--- src/rtl/prog_seq_pkg.sv ---
// Purpose: shared types and constants for the program run controller.
// Latency: n/a (declarations only).
// Backpressure: n/a.
package prog_seq_pkg;

    // Run controller states.
    typedef enum logic [1:0] {
        ST_IDLE  = 2'd0,
        ST_RESET = 2'd1,
        ST_RUN   = 2'd2,
        ST_DONE  = 2'd3
    } state_t;

    // ProgIdx is 2 bits wide, so the ROM can hold at most four programs.
    localparam int PROG_SLOTS = 4;

    // Entry point of each program in instruction ROM.
    localparam logic [7:0] PROG_BASE [0:PROG_SLOTS-1] = '{8'h00, 8'h30, 8'h68, 8'hA0};

    localparam int DEF_NUM_PROGS  = 3;
    localparam int DEF_RST_CYCLES = 2;
    localparam int DEF_CNT_W      = 16;
    localparam int DEF_MAX_CYCLES = 'hFFFF;

endpackage

--- src/rtl/sat_counter.sv ---
// Purpose: up-counter that sticks at LIMIT; clear has priority over enable.
// Latency: count updates one cycle after clear/enable are sampled.
// Backpressure: none; enable is honoured every cycle until LIMIT is reached.
// Ports: clk, rst_n (sync, active-low), clear, enable -> count, at_limit.
module sat_counter #(
    parameter int               WIDTH = 16,
    parameter logic [WIDTH-1:0] LIMIT = '1
) (
    input  logic             clk,
    input  logic             rst_n,
    input  logic             clear,
    input  logic             enable,
    output logic [WIDTH-1:0] count,
    output logic             at_limit
);

    localparam logic [WIDTH-1:0] LIMIT_M1 = LIMIT - WIDTH'(1);

    always_ff @(posedge clk) begin
        if (!rst_n) begin
            count <= '0;
        end else if (clear) begin
            count <= '0;
        end else if (enable && (count != LIMIT)) begin
            count <= count + WIDTH'(1);
        end
    end

    // High when the next enabled increment lands exactly on LIMIT, so the
    // owner can decide on the final cycle instead of one cycle late.
    assign at_limit = (count == LIMIT_M1);

endmodule

--- src/rtl/prog_sequencer.sv ---
// Purpose: run controller; four-phase Start/Ack with the host, holds the core in reset between runs.
// Latency: Start -> core released after RST_CYCLES; done/watchdog -> Ack next cycle; Abort -> core reset next cycle.
// Backpressure: a new run is not accepted until Start has been seen low in DONE.
// Ports: Clk, Reset (sync, active-low), Start, Abort, CoreAck -> CoreReset, StartAddr, ProgIdx,
//        Busy, Ack, Timeout, CycleCount. All outputs come straight from flops.
module prog_sequencer
    import prog_seq_pkg::*;
#(
    parameter int               NUM_PROGS  = DEF_NUM_PROGS,
    parameter int               RST_CYCLES = DEF_RST_CYCLES,
    parameter int               CNT_W      = DEF_CNT_W,
    parameter logic [CNT_W-1:0] MAX_CYCLES = CNT_W'(DEF_MAX_CYCLES)
) (
    input  logic             Clk,
    input  logic             Reset,
    input  logic             Start,
    input  logic             Abort,
    input  logic             CoreAck,
    output logic             CoreReset,
    output logic [7:0]       StartAddr,
    output logic [1:0]       ProgIdx,
    output logic             Busy,
    output logic             Ack,
    output logic             Timeout,
    output logic [CNT_W-1:0] CycleCount
);

    localparam int              HOLD_W    = (RST_CYCLES > 1) ? $clog2(RST_CYCLES) : 1;
    localparam logic [HOLD_W-1:0] HOLD_INIT = HOLD_W'(RST_CYCLES - 1);
    localparam logic [1:0]      LAST_IDX  = 2'(NUM_PROGS - 1);

    state_t            state;
    logic [HOLD_W-1:0] hold;
    logic [1:0]        nxt_idx;
    logic              cnt_clear;
    logic              cnt_en;
    logic              cnt_at_limit;

    assign nxt_idx   = (ProgIdx == LAST_IDX) ? 2'd0 : ProgIdx + 2'd1;
    assign cnt_clear = (state == ST_IDLE) && Start;
    // The cycle that sees Abort or CoreAck still counts as a RUN cycle.
    assign cnt_en    = (state == ST_RUN);

    sat_counter #(
        .WIDTH (CNT_W),
        .LIMIT (MAX_CYCLES)
    ) u_cycle_cnt (
        .clk      (Clk),
        .rst_n    (Reset),
        .clear    (cnt_clear),
        .enable   (cnt_en),
        .count    (CycleCount),
        .at_limit (cnt_at_limit)
    );

    // State and the decoded control outputs are updated together so every
    // output is a flop with no input-to-output path.
    always_ff @(posedge Clk) begin
        if (!Reset) begin
            state     <= ST_IDLE;
            hold      <= '0;
            ProgIdx   <= 2'd0;
            StartAddr <= PROG_BASE[0];
            CoreReset <= 1'b1;
            Busy      <= 1'b0;
            Ack       <= 1'b0;
            Timeout   <= 1'b0;
        end else begin
            case (state)
                ST_IDLE: begin
                    if (Start) begin
                        state   <= ST_RESET;
                        hold    <= HOLD_INIT;
                        Busy    <= 1'b1;
                        Timeout <= 1'b0;
                    end
                end
                ST_RESET: begin
                    if (Abort) begin
                        state <= ST_IDLE;
                        Busy  <= 1'b0;
                    end else if (hold == '0) begin
                        state     <= ST_RUN;
                        CoreReset <= 1'b0;
                    end else begin
                        hold <= hold - 1'b1;
                    end
                end
                ST_RUN: begin
                    // Abort beats a done flag; a done flag beats the watchdog.
                    if (Abort) begin
                        state     <= ST_IDLE;
                        CoreReset <= 1'b1;
                        Busy      <= 1'b0;
                    end else if (CoreAck || cnt_at_limit) begin
                        state     <= ST_DONE;
                        CoreReset <= 1'b1;
                        Busy      <= 1'b0;
                        Ack       <= 1'b1;
                        Timeout   <= !CoreAck;
                    end
                end
                ST_DONE: begin
                    // Require the low phase of Start before another run.
                    if (!Start) begin
                        state     <= ST_IDLE;
                        Ack       <= 1'b0;
                        ProgIdx   <= nxt_idx;
                        StartAddr <= PROG_BASE[nxt_idx];
                    end
                end
                default: begin
                    state <= ST_IDLE;
                end
            endcase
        end
    end

endmodule

--- config.mk ---
export PLATFORM = sky130hd
export DESIGN_NAME = prog_sequencer
export DESIGN_NICKNAME = d
export VERILOG_FILES = /design/src/rtl/prog_seq_pkg.sv /design/src/rtl/sat_counter.sv /design/src/rtl/prog_sequencer.sv
export SDC_FILE = /design/constraint.sdc
export NUM_CORES = 1
export LEC_CHECK = 0
export BUFFER_PORTS_ARGS = -buffer_cell sky130_fd_sc_hd__buf_2
export CORE_MARGIN = 1
export CORE_UTILIZATION = 53
export DETAILED_ROUTE_END_ITERATION = 6
export PLACE_DENSITY = 0.78
export SLEW_MARGIN = 20
export SYNTH_ARGS = -nofsm -noshare
export SYNTH_HDL_FRONTEND = slang
export SYNTH_SLANG_ARGS = --single-unit
--- constraint.sdc ---
create_clock -name Clk -period 2.2 [get_ports Clk]
set_input_delay 0.44 -clock Clk [delete_from_list [all_inputs] [get_ports Clk]]
set_output_delay 0.44 -clock Clk [all_outputs]
set_load 0.005 [all_outputs]
==> summary.txt <==
Worst hold path
  – Worst min path class: primary input to flip-flop
  – Count of cells along the worst hold path: 2

Routing
  – Antenna-violating nets left: 0
  – Detailed-route wire length: 3660 µm
  – Post-route DRC violation count: 0
  – Number of iterations in the first detailed-routing pass: 4
  – Number of vias per cell: 5.95
  – Starting DRT DRC Count: 41
  – Average wire length per cell after detail routing: 15.0 µm
  – Vias after detailed routing: 1452

Logic synthesis
  – Most instantiated library cell after synthesis: dfxtp_1
  – FFs w/ async S/R, synth: 0%
  – Primary FF master, synth: dfxtp_1
  – Most numerous cell types in the synthesized netlist: 27 x dfxtp_1, 17 x nand2_1, 15 x a21oi_1, 10 x nor2_1, 9 x o21ai_0
  – Leading cell types by total area after synthesis: dfxtp_1 35%, ha_1 5.6%, a21oi_1 4.8%
  – EDFF count, synth: 0
  – YS warnings: 0
  – Seq cells post-synth: 27
  – Cell type with the highest aggregate area in the netlist: dfxtp_1
  – Share of Yosys cell area claimed by the top area cell type: 34.7%
  – Avg Synthesized Cell Area: 8.61 µm²
  – Netlist Area Pre-Place: 1560 µm²
  – Number of library cell types mapped by synthesis: 45
  – Proportion of synthesized chip area in sequential cells: 34.7%
  – Synthesized instance count: 181

Floorplan
  – Width of the chip: 56.2 µm
  – Area enclosed by the die boundary: 3160 µm²
  – Number of standard-cell rows in the floorplan: 19
  – Effective utilization at floorplan: 56.1%
  – Top-level port count: 35
  – Die Height: 56.2 µm
  – Area of the core: 2780 µm²

Final layout
  – Antenna diode count: 0
  – Sequential cell area: 541 µm²
  – Layout overhead on the synthesized area: 13.0%
  – Number of nets in the layout: 226
  – Area of the multi-input gates: 937 µm²
  – Layout cell share with drive strength beyond 1: 21.1%
  – Count of filler cells inserted in the layout: 254
  – Post-route insts no fill: 244

Timing
  – Total count of hold-check failures in the final report: 0
  – Final worst path period need: 1.95 ns
  – Finish-stage setup viols: 0
  – Unrepaired setup endpoints after global routing: false
  – Setup clock skew after layout: 0.00221 ns
  – Total count of max-transition violations in the final report: 0
  – Share of the clock period used by the worst path after layout: 88.8%
  – Final sum of negative setup slack: 0 ns
  – Max frequency: 0.512 GHz

Global route
  – Global route total overflow: 0
  – Number of global-route vias before repair: 1315
  – Initial antenna violation count: 0
  – Total Routing Usage GR: 24.2%
  – First-pass GRT wire length: 6030 µm
  – Pin count of the biggest net entering global routing: 18

Pwr
  – Logic pwr share: 13.9%
  – Switch share: 26.8%
  – Internal: 619 µW
  – Peak ir drop on the vdd network: 430 µV
  – Power density over cell area: 480 nW/µm²
  – Power spent charging and discharging nets: 227 µW
  – LEAKAGE: 0.771 nW
  – Sequential cell fraction of total power: 60.6%
  – Part of the total power dissipated in the clock network: 25.5%

Critical path
  – Nature of the critical path endpoint: flip-flop
  – Critical path fanouts, max: 12
  – Worst path buffer plus inverter count: 0
  – Category of cells accounting for the largest share of critical-path delay: simple AND/OR/NAND/NOR gates
  – Crit-path cells: ha_1 -> and3_1 -> nand4_1 -> or4_1 -> o21ai_0
  – Largest stage delay on the critical path: 0.47 ns
  – Cell with the largest stage delay on the worst path: dfxtp_1
  – Critical path depth: 5
  – WP data required: 2.46 ns
  – Data arrival at the endpoint of the critical path: 2.22 ns
  – Start-to-end type of the worst setup path: flip-flop to flip-flop
  – Kind of start point of the critical path: flip-flop
  – R2R depth: 5

Clock tree
  – Clock edge transition at the registers on the reported setup and hold paths: 0.14 ns
  – CTS resizes: 0
  – Total setup buffers inserted after CTS: 0
  – TritonCTS Sinks: 27
  – Max H-tree Level: 1
  – Root buffer selected by CTS: clkbuf_4
  – Maximum count of clock buffers along a single path: 2
  – Hold buffers post-CTS: 0
  – Clk_lat worst skew: 0.33 ns
  – Clock buffer count from CTS: 3
  – CTS tree: done

Flow run
  – Number of violations of the max-capacitance limit: 0

Placed design
  – Post-Place Cells: 240
  – Number of buffer cells added on primary ports: 31
  – Detailed-placement wirelength estimate: 2650 µm
  – Global placement routability congestion: 0.846

Status
  – Result of the run: completed
cell usage in the layout, fill, tap and decap left out, types with 5 or more instances in the layout:
master    instances
a21oi_1          15
buf_2            31
buf_4             5
dfxtp_1          27
ha_1              7
inv_1             7
mux2i_1           6
nand2_1          17
nand2b_1          7
nand3_1           7
nor2_1           10
o21ai_0           9
path summary, 6_finish.rpt:
path / from / endpoint / slack [ns]
setup / recovery: state[1]$_SDFFE_PN0P_ / u_cycle_cnt.count[6]$_SDFFE_PP0P_ / 0.25
hold / removal: Reset / CoreReset$_SDFFE_PN1P_ / 0.37
setup reg to reg: state[1]$_SDFFE_PN0P_ / u_cycle_cnt.count[6]$_SDFFE_PP0P_ / 0.25
hold reg to reg: Timeout$_SDFFE_PN0P_ / Timeout$_SDFFE_PN0P_ / 0.50
power by group through the flow:
stage,registers (mW),clock network (mW),logic (mW)
floorplan,0.522,0,0.0843
global placement,0.522,0,0.111
detailed placement,0.524,0,0.115
CTS,0.513,0.224,0.116
global route,0.515,0.239,0.131
finish,0.513,0.216,0.117
registers in the layout, summed over array words and instances (netlist names):
name,cells
u_cycle_cnt.count,16
StartAddr,3
state,2
Ack,1
Busy,1
CoreReset,1
ProgIdx,1
Timeout,1
hold,1
per-stage QoR:
stage	hold slack, ns	utilization [%]	setup slack, ns	power [mW]	instance area (µm²)
6_report	0.367	63.3	0.247	0.846	1760
3_3_place_gp	0.455	62.4	0.401	0.632	1740
3_5_place_dp	0.485	62.4	0.320	0.639	1740
2_1_floorplan	0.466	-	0.445	0.606	1570
4_1_cts	0.365	63.3	0.284	0.853	1760
5_1_grt	0.374	63.3	0.0997	0.886	1760
logic make-up after synthesis:
family,count (synthesis),share of synthesized area [%]
other,1,0.241
DFF,27,34.7
buffers and inverters,17,5.70
AOI/OAI and AO/OA,48,21.7
adders and majority gates,7,5.62
and+or+nand+nor,75,28.2
muxes,6,3.85
layout make-up:
| type | count | area share [%] |
|---|---|---|
| timing repair buffer | 36 | 10.9 |
| tap | 31 | 2.20 |
| multi-input combinational | 139 | 53.2 |
| sequential | 27 | 30.7 |
| clock buffer | 4 | 1.49 |
| inverter | 7 | 1.49 |
routing by layer:
| layer | global-route usage, % | share of wire, % | up-vias |
|---|---|---|---|
| met4 | 10.8 | 1.8 | 0 |
| met3 | 2.56 | 3.2 | 7 |
| li1 | - | - | 732 |
| met1 | 31.1 | 44 | 681 |
| met2 | 41.0 | 51 | 32 |
| met5 | 0 | 0 | - |
No activity file was read; power rests on OpenSTA's default activity.
